**config.mk**
```make
export PLATFORM = sky130hd
export DESIGN_NAME = scpu_prog_loader
export DESIGN_NICKNAME = d
export VERILOG_FILES = /design/src/rtl/scpu_pkg.sv /design/src/rtl/scpu_prog_loader.sv
export SDC_FILE = /design/constraint.sdc
export NUM_CORES = 1
export LEC_CHECK = 0
export CORE_ASPECT_RATIO = 0.5
export CORE_UTILIZATION = 43
export DETAILED_ROUTE_END_ITERATION = 10
export GPL_ROUTABILITY_DRIVEN = 0
export HOLD_SLACK_MARGIN = 0.1
export PLACE_DENSITY = 0.66
export RECOVER_POWER = 100
export SLEW_MARGIN = 10
export SYNTH_ARGS = -nofsm -noshare
export SYNTH_HDL_FRONTEND = slang
export SYNTH_SLANG_ARGS = --single-unit
export TNS_END_PERCENT = 100
```
**constraint.sdc**
```tcl
create_clock -name clk -period 6.8 [get_ports clk]
set_clock_uncertainty 0.1 [all_clocks]
set_input_delay 2.04 -clock clk [delete_from_list [all_inputs] [get_ports clk]]
set_output_delay 2.04 -clock clk [all_outputs]
set_load 0.005 [all_outputs]
```
**src/rtl/scpu_pkg.sv**
```systemverilog
// Shared SCPU definitions: widths, loader limits and loader state encoding.
package scpu_pkg;

    localparam int ADDR_W         = 8;
    localparam int INS_W          = 16;
    localparam int LOAD_MAX_WORDS = 128;

    typedef enum logic [2:0] {
        IDLE  = 3'd0,
        COUNT = 3'd1,
        HI    = 3'd2,
        LO    = 3'd3,
        CSUM  = 3'd4,
        DONE  = 3'd5,
        ERR   = 3'd6
    } load_state_t;

    function automatic logic is_busy(input load_state_t s);
        return (s == COUNT) || (s == HI) || (s == LO) || (s == CSUM);
    endfunction

endpackage

```
**src/rtl/scpu_prog_loader.sv**
```systemverilog
// Framed byte-stream loader that writes big-endian 16-bit words into SCPU memory.
module scpu_prog_loader
    import scpu_pkg::*;
#(
    parameter int MAX_WORDS = LOAD_MAX_WORDS
) (
    input  logic              clk,
    input  logic              rst_n,
    input  logic              start,
    input  logic [7:0]        in_data,
    input  logic              in_valid,
    output logic              in_ready,
    output logic [ADDR_W-1:0] ins_index,
    output logic              ins_we,
    output logic [INS_W-1:0]  instructs,
    output logic              cpu_hold,
    output logic              done,
    output logic              err,
    output logic [7:0]        words_loaded
);

    localparam logic [8:0] MAXW = 9'(MAX_WORDS);

    load_state_t state, next_state;

    logic [7:0] count_q;
    logic [7:0] hi_q;
    logic [7:0] csum_q;
    logic [6:0] word_no;

    logic accept;
    logic cnt_ok;
    logic last_word;
    logic new_frame;

    assign accept    = in_valid && in_ready;
    assign cnt_ok    = (in_data != 8'd0) && ({1'b0, in_data} <= MAXW);
    assign last_word = (({1'b0, word_no}) + 8'd1) == count_q;
    assign new_frame = start && !is_busy(state);

    always_comb begin
        next_state = state;
        unique case (state)
            IDLE, DONE, ERR: if (start) next_state = COUNT;
            COUNT: if (accept) next_state = cnt_ok ? HI : ERR;
            HI:    if (accept) next_state = LO;
            LO:    if (accept) next_state = last_word ? CSUM : HI;
            CSUM:  if (accept) next_state = (in_data == csum_q) ? DONE : ERR;
            default: next_state = IDLE;
        endcase
    end

    always_ff @(posedge clk) begin
        if (!rst_n) begin
            state        <= IDLE;
            in_ready     <= 1'b0;
            cpu_hold     <= 1'b0;
            ins_we       <= 1'b0;
            ins_index    <= '0;
            instructs    <= '0;
            done         <= 1'b0;
            err          <= 1'b0;
            words_loaded <= '0;
            count_q      <= '0;
            hi_q         <= '0;
            csum_q       <= '0;
            word_no      <= '0;
        end else begin
            state    <= next_state;
            in_ready <= is_busy(next_state);
            cpu_hold <= is_busy(next_state);
            ins_we   <= 1'b0;

            if (new_frame) begin
                done         <= 1'b0;
                err          <= 1'b0;
                words_loaded <= '0;
                csum_q       <= '0;
                word_no      <= '0;
            end

            if (accept) begin
                unique case (state)
                    COUNT: count_q <= in_data;
                    HI: begin
                        hi_q   <= in_data;
                        csum_q <= csum_q ^ in_data;
                    end
                    LO: begin
                        csum_q       <= csum_q ^ in_data;
                        ins_we       <= 1'b1;
                        instructs    <= {hi_q, in_data};
                        ins_index    <= {word_no, 1'b0};
                        word_no      <= word_no + 7'd1;
                        words_loaded <= words_loaded + 8'd1;
                    end
                    default: ;
                endcase
            end

            // Flags latch on entry and stay until the next frame starts.
            if (next_state == DONE && state != DONE) done <= 1'b1;
            if (next_state == ERR && state != ERR) err <= 1'b1;
        end
    end

endmodule

```
-- Yosys cells after proc, flatten, opt, wreduce, memory -nomap -nowiden
Cells that the tools add are included.
- register bits after elaboration: 69
- output and inout bits: 37
- add/subtract/negate cells: 3
- order comparisons: 1
- eq/ne operators: 16
- muxes and demuxes: 22
- bitwise operators: 1
- reductions and logical operators: 22
- operators with widths (operator ; count):
    2-to-1 mux 8 bit ; 6
    2-to-1 mux 3 bit ; 7
    2-to-1 mux 7 bit ; 3
    == test 3 bit, second input constant ; 6
    == test 8 bit ; 2
    one-hot mux 3 bit (5 select lines) ; 1
    == test 3 x 2 -> 1 bit, second input constant ; 4
    adder 7 x 1 -> 8 bit, second input constant ; 1
    adder 8 x 1 -> 8 bit, second input constant ; 1
    <= comparator 8 bit, second input constant ; 1
    AND reduction 2 bit ; 4
    nonzero test 8 bit ; 1
    XOR 8 bit ; 1
    adder 7 x 1 -> 7 bit, second input constant ; 1
    == test 3 x 1 -> 1 bit, second input constant ; 2
    logical OR 1 bit ; 6
    inequality test 3 bit, second input constant ; 2
    logical AND 1 bit ; 5
    2-to-1 mux 1 bit ; 4
    nonzero test 2 bit ; 2
    logical NOT 3 bit ; 1
    OR reduction 3 bit ; 1
    2-to-1 mux 2 bit ; 1
    OR reduction 2 bit ; 1
    logical NOT 1 bit ; 1

-- Logic depth before layout (Yosys ltp)
- depth after elaboration: 9
- gate-level depth with buffers: 8
- mapped depth without buffers: 7

-- Worst setup path after synthesis
Ideal clock, no wire load.
- path type: input to register
- start: input in_data[5]
- end: register cpu_hold
- library setup time: 115 ps
- data arrival time: 3482 ps
- required time: 6585 ps
- setup slack: 3103 ps
- stages: 7
- path through: buf_2 > or4_4 > nor4_4 > xnor2_1 > o221ai_2 > o31a_1 > o21a_1
- longest elaborated chain between the ends: 9
- elaborated cells on any way between the ends: 16
- classes of those cells: order compare (1); eq/ne (5); mux (5); reduce/logical (5)
- RTL lines (what ; RTL line ; RTL):
    start, declared ; scpu_prog_loader.sv:10 ; input logic [7:0] in_data,
    <= comparator 8 bit or nonzero test 8 bit (tied branches) ; scpu_prog_loader.sv:37 ; assign cnt_ok = (in_data != 8'd0) && ({1'b0, in_data} <= MAXW);
    logical AND 1 bit ; scpu_prog_loader.sv:37 ;
    2-to-1 mux 3 bit (2 in a row) ; scpu_prog_loader.sv:45 ; COUNT: if (accept) next_state = cnt_ok ? HI : ERR;
    one-hot mux 3 bit (5 select lines) * ; scpu_prog_loader.sv:43 ; unique case (state)
    == test 3 x 1 -> 1 bit or == test 3 x 2 -> 1 bit (tied branches) ; scpu_pkg.sv:19 ; return (s == COUNT) || (s == HI) || (s == LO) || (s == CSUM);
    logical OR 1 bit (2 in a row) ; scpu_pkg.sv:19 ;
    logical OR 1 bit * ; scpu_pkg.sv:19 ;
    end signal, assigned ; scpu_prog_loader.sv:71 ; cpu_hold <= is_busy(next_state);
    end, declared ; scpu_prog_loader.sv:16 ; output logic cpu_hold,
Mark *: on every way between the ends. The rest lies on a longest branch, timed or not.
A chain may end at the register's enable or synchronous reset.

==> flow_summary.yaml <==
run_status:
  outcome: "finished with violations"
  failed_checks: "capacitance limit, slew limit"
logic_synthesis:
  postSynthRegisterBits: 69
  yosysTopAreaCellShare_pct: 40.9
  synth_edf_count: 0
  synth_top_area_cell: "sky130_fd_sc_hd__dfxtp_1"
  syn_area_mm2: 0.00338
  synth_fp_nets: 425
  top_flip_flop_cell_by_instance_count_after_synthesis: "sky130_fd_sc_hd__dfxtp_1"
  synth_cell_type_count: 60
  synth_area_leaders: "sky130_fd_sc_hd__dfxtp_1, sky130_fd_sc_hd__nand2_1, sky130_fd_sc_hd__a21boi_1"
  synth.yosys.warnings: 0
  postSynthCellCount: 411
  synth.yosys.seq_area_share_pct: 40.9
  post-synth-top-count-cell: "sky130_fd_sc_hd__nand2_1"
  post_synth_most_frequent_cells: "sky130_fd_sc_hd__nand2_1, sky130_fd_sc_hd__dfxtp_1, sky130_fd_sc_hd__o21ai_0, sky130_fd_sc_hd__a21boi_1, sky130_fd_sc_hd__nor2_1"
  postSynthAreaPerCell_um2: 8.21
  async_flop_share_pct: 0
hold_path:
  hold_path_startpoint: "ins_index[2]"
  worst_hold_path_type: "register to register"
floorplanning:
  initial_core_util_pct: 45.3
  core_mm2: 0.00746
  chipWidth_um: 127
  io_pins: 49
  floorplan.rows: 22
  chipHeight_um: 64.7
  design.die.area_mm2: 0.00823
global_route:
  grt-ovfl-total: 0
  use_met1_pct: 27.4
  grtUsageMet3_pct: 6.03
  grt_max_degree: 61
  grt_pass1_vias: 2595
  groute.usage.overall_pct: 20.2
  grt_pass1_wl_mm: 12.8
  antenna_found_initial: 0
  grt_most_used_layer: "met2"
  grt_util_met2_pct: 30.8
cells_and_area:
  final_net_count: 454
  diodes: 0
  fillCellCount: 754
  final_layout_size_suffix_gt1_share_pct: 6.52
  design_area_mm2: 0.00411
  final-instance-count-excl-fill: 553
  syn_to_final_growth_pct: 21.8
place:
  post-dp-hpwl_mm: 4.95
  post-place-ws_ps: 2180
  placed_cells_incl_taps: 537
  placed_area_mm2: 0.00381
  io_buffer_count: 47
worst_setup_path:
  critical_path_origin: "rst_n"
  worst_r2r_startpoint: "state[0]"
  timing.critical_path.from_type: "primary input"
  critPathRequiredTime_ps: 6960
  endpoint_kind: "register"
  cp_max_fo: 60
  critPathKind: "primary input to register"
  worst_ep_arrival_ps: 5230
sta:
  setup_slack_ps: 1730
  finalMaxSlewViolations: 61
  hold_viol: 0
  setup_viol_count_final: 0
  unrepaired_setup_endpoints_after_global_routing: "false"
  achievable-frequency_ghz: 0.197
  timing.hold.ws_ps: 362
  tightestPinTransition_ps: 2170
  time_the_worst_path_needs_with_i_o_delays_and_setup_ps: 5070
  finalCritPeriodShare_pct: 74.6
  worst_slew_margin_pct: -45.0
  fin_tns_setup_ps: 0
clock_network:
  clk_root_buffer_cell: "sky130_fd_sc_hd__clkbuf_16"
  ctsLongestPathBuffers: 2
  cts_tree: "yes"
  cts_htree_levels: 3
  cts_inserted_buffers: 9
  cts_num_sinks: 69
  cts.hold.buffers_added: 0
  cts_setup_buffers: 0
  clock_insertion_delay_worst_skew_ps: 340
  cts_repair_resize_count: 0
  clock_transition_time_at_the_flip_flop_clock_pins_of_the_worst_setup_and_hold_paths_ps: 60
pwr:
  ir_drop_mv: 0.151
  power_dens_cells_mw_per_mm2: 234
  p_leak_nw: 1.49
drt:
  routed_length_per_placed_instance_um: 13.5
  detail_route.iter0.violations: 176
  firstDrtPassIters: 4
  totalWireLength_mm: 7.45
  remaining_drc_errors: 0
  via_per_inst: 5.05
  vias_after_detailed_routing: 2794
  ant_nets: 0
flow_run:
  cap_viol_max_count: 1
logic make-up after synthesis:
kind of cell / Yosys count / share of synthesized area (%)
AND/OR/NAND/NOR: 179 / 25.4
AO/OA/AOI/OAI: 103 / 20.8
flip-flops: 69 / 40.9
buffers and inverters: 34 / 5.86
XOR/XNOR: 22 / 5.93
adder cells (fa/ha/maj): 2 / 0.741
other: 1 / 0.111
multiplexers: 1 / 0.297
critical path, stage by stage:
cell	delay [ps]
sky130_fd_sc_hd__dlygate4sd3_1	520
sky130_fd_sc_hd__clkbuf_1	1540
sky130_fd_sc_hd__nand2_1	430
sky130_fd_sc_hd__nor2_1	450
sky130_fd_sc_hd__o21ai_0	150
sky130_fd_sc_hd__o31ai_1	70
metal layers:
metal  wire, um  up-vias
li1           -     1446
met4         91        0
met1       3920     1281
met2       3100       59
met5          0        -
met3        343        8
report_power, final:
part	switching, mW	internal (mW)
Clock	0.177	0.303
Combinational	0.0360	0.0268
Sequential	0.0105	0.409
Total	0.223	0.739
final timing paths:
kind,endpoint,cells after the start,slack [ps]
hold reg to reg,ins_index[2],2,360
setup reg to reg,word_no[5],5,4120
hold / removal,ins_index[2],2,360
setup / recovery,word_no[4],6,1730
flip-flops by register name (all words and copies together), names as in the netlist:
| name | count |
|---|---|
| done | 1 |
| hi_q | 8 |
| word_no | 7 |
| csum_q | 8 |
| state | 3 |
| ins_we | 1 |
| cpu_hold | 1 |
| ins_index | 7 |
| words_loaded | 8 |
| err | 1 |
| instructs | 16 |
| count_q | 8 |
cell usage in the layout (no fill, tap or decap), types with 2 or more instances in the layout:
cell type,Yosys,final
sky130_fd_sc_hd__nand2_1,99,100
sky130_fd_sc_hd__dfxtp_1,69,69
sky130_fd_sc_hd__a21boi_0,17,41
sky130_fd_sc_hd__dlygate4sd3_1,0,39
sky130_fd_sc_hd__o21ai_0,26,27
sky130_fd_sc_hd__nor2_1,24,24
sky130_fd_sc_hd__xnor2_1,16,16
sky130_fd_sc_hd__clkbuf_16,0,9
sky130_fd_sc_hd__and2_1,13,8
sky130_fd_sc_hd__nand3_1,8,8
sky130_fd_sc_hd__o21ai_1,9,8
sky130_fd_sc_hd__clkdlybuf4s50_1,0,8
sky130_fd_sc_hd__nor3_1,5,6
sky130_fd_sc_hd__xor2_1,5,5
sky130_fd_sc_hd__nand4_1,5,5
sky130_fd_sc_hd__and2_0,0,5
sky130_fd_sc_hd__o21a_1,4,4
sky130_fd_sc_hd__a21oi_1,4,4
sky130_fd_sc_hd__inv_1,3,3
sky130_fd_sc_hd__nand3b_1,2,2
sky130_fd_sc_hd__and3b_1,2,2
sky130_fd_sc_hd__a31oi_1,2,2
sky130_fd_sc_hd__o31ai_1,2,2
sky130_fd_sc_hd__nand3_2,2,2
sky130_fd_sc_hd__a22o_1,2,2
sky130_fd_sc_hd__and4_1,2,2
sky130_fd_sc_hd__and3_1,2,2
sky130_fd_sc_hd__ha_1,2,2
sky130_fd_sc_hd__clkbuf_8,0,2
sky130_fd_sc_hd__clkinvlp_4,0,2
stage by stage:
| step | utilization (%) | total power, mW |
|---|---|---|
| after CTS | 55.3 | 0.974 |
| after floorplan | - | 0.474 |
| after global placement | 51.1 | 0.492 |
| after global routing | 55.1 | 0.995 |
| final | 55.1 | 0.963 |
| after detailed placement | 51.1 | 0.492 |
final cells by class:
type / instances / area (um2) / share of cell area, %
clock buffers: 11 / 253 / 6.15
inverters: 3 / 11.3 / 0.274
well taps: 108 / 135 / 3.29
repair buffers: 49 / 482 / 11.7
flip-flops and latches: 69 / 1380 / 33.6
clock inverters: 5 / 58.8 / 1.43
multi-input cells: 308 / 1790 / 43.5
(Power assumes the default switching activity.)
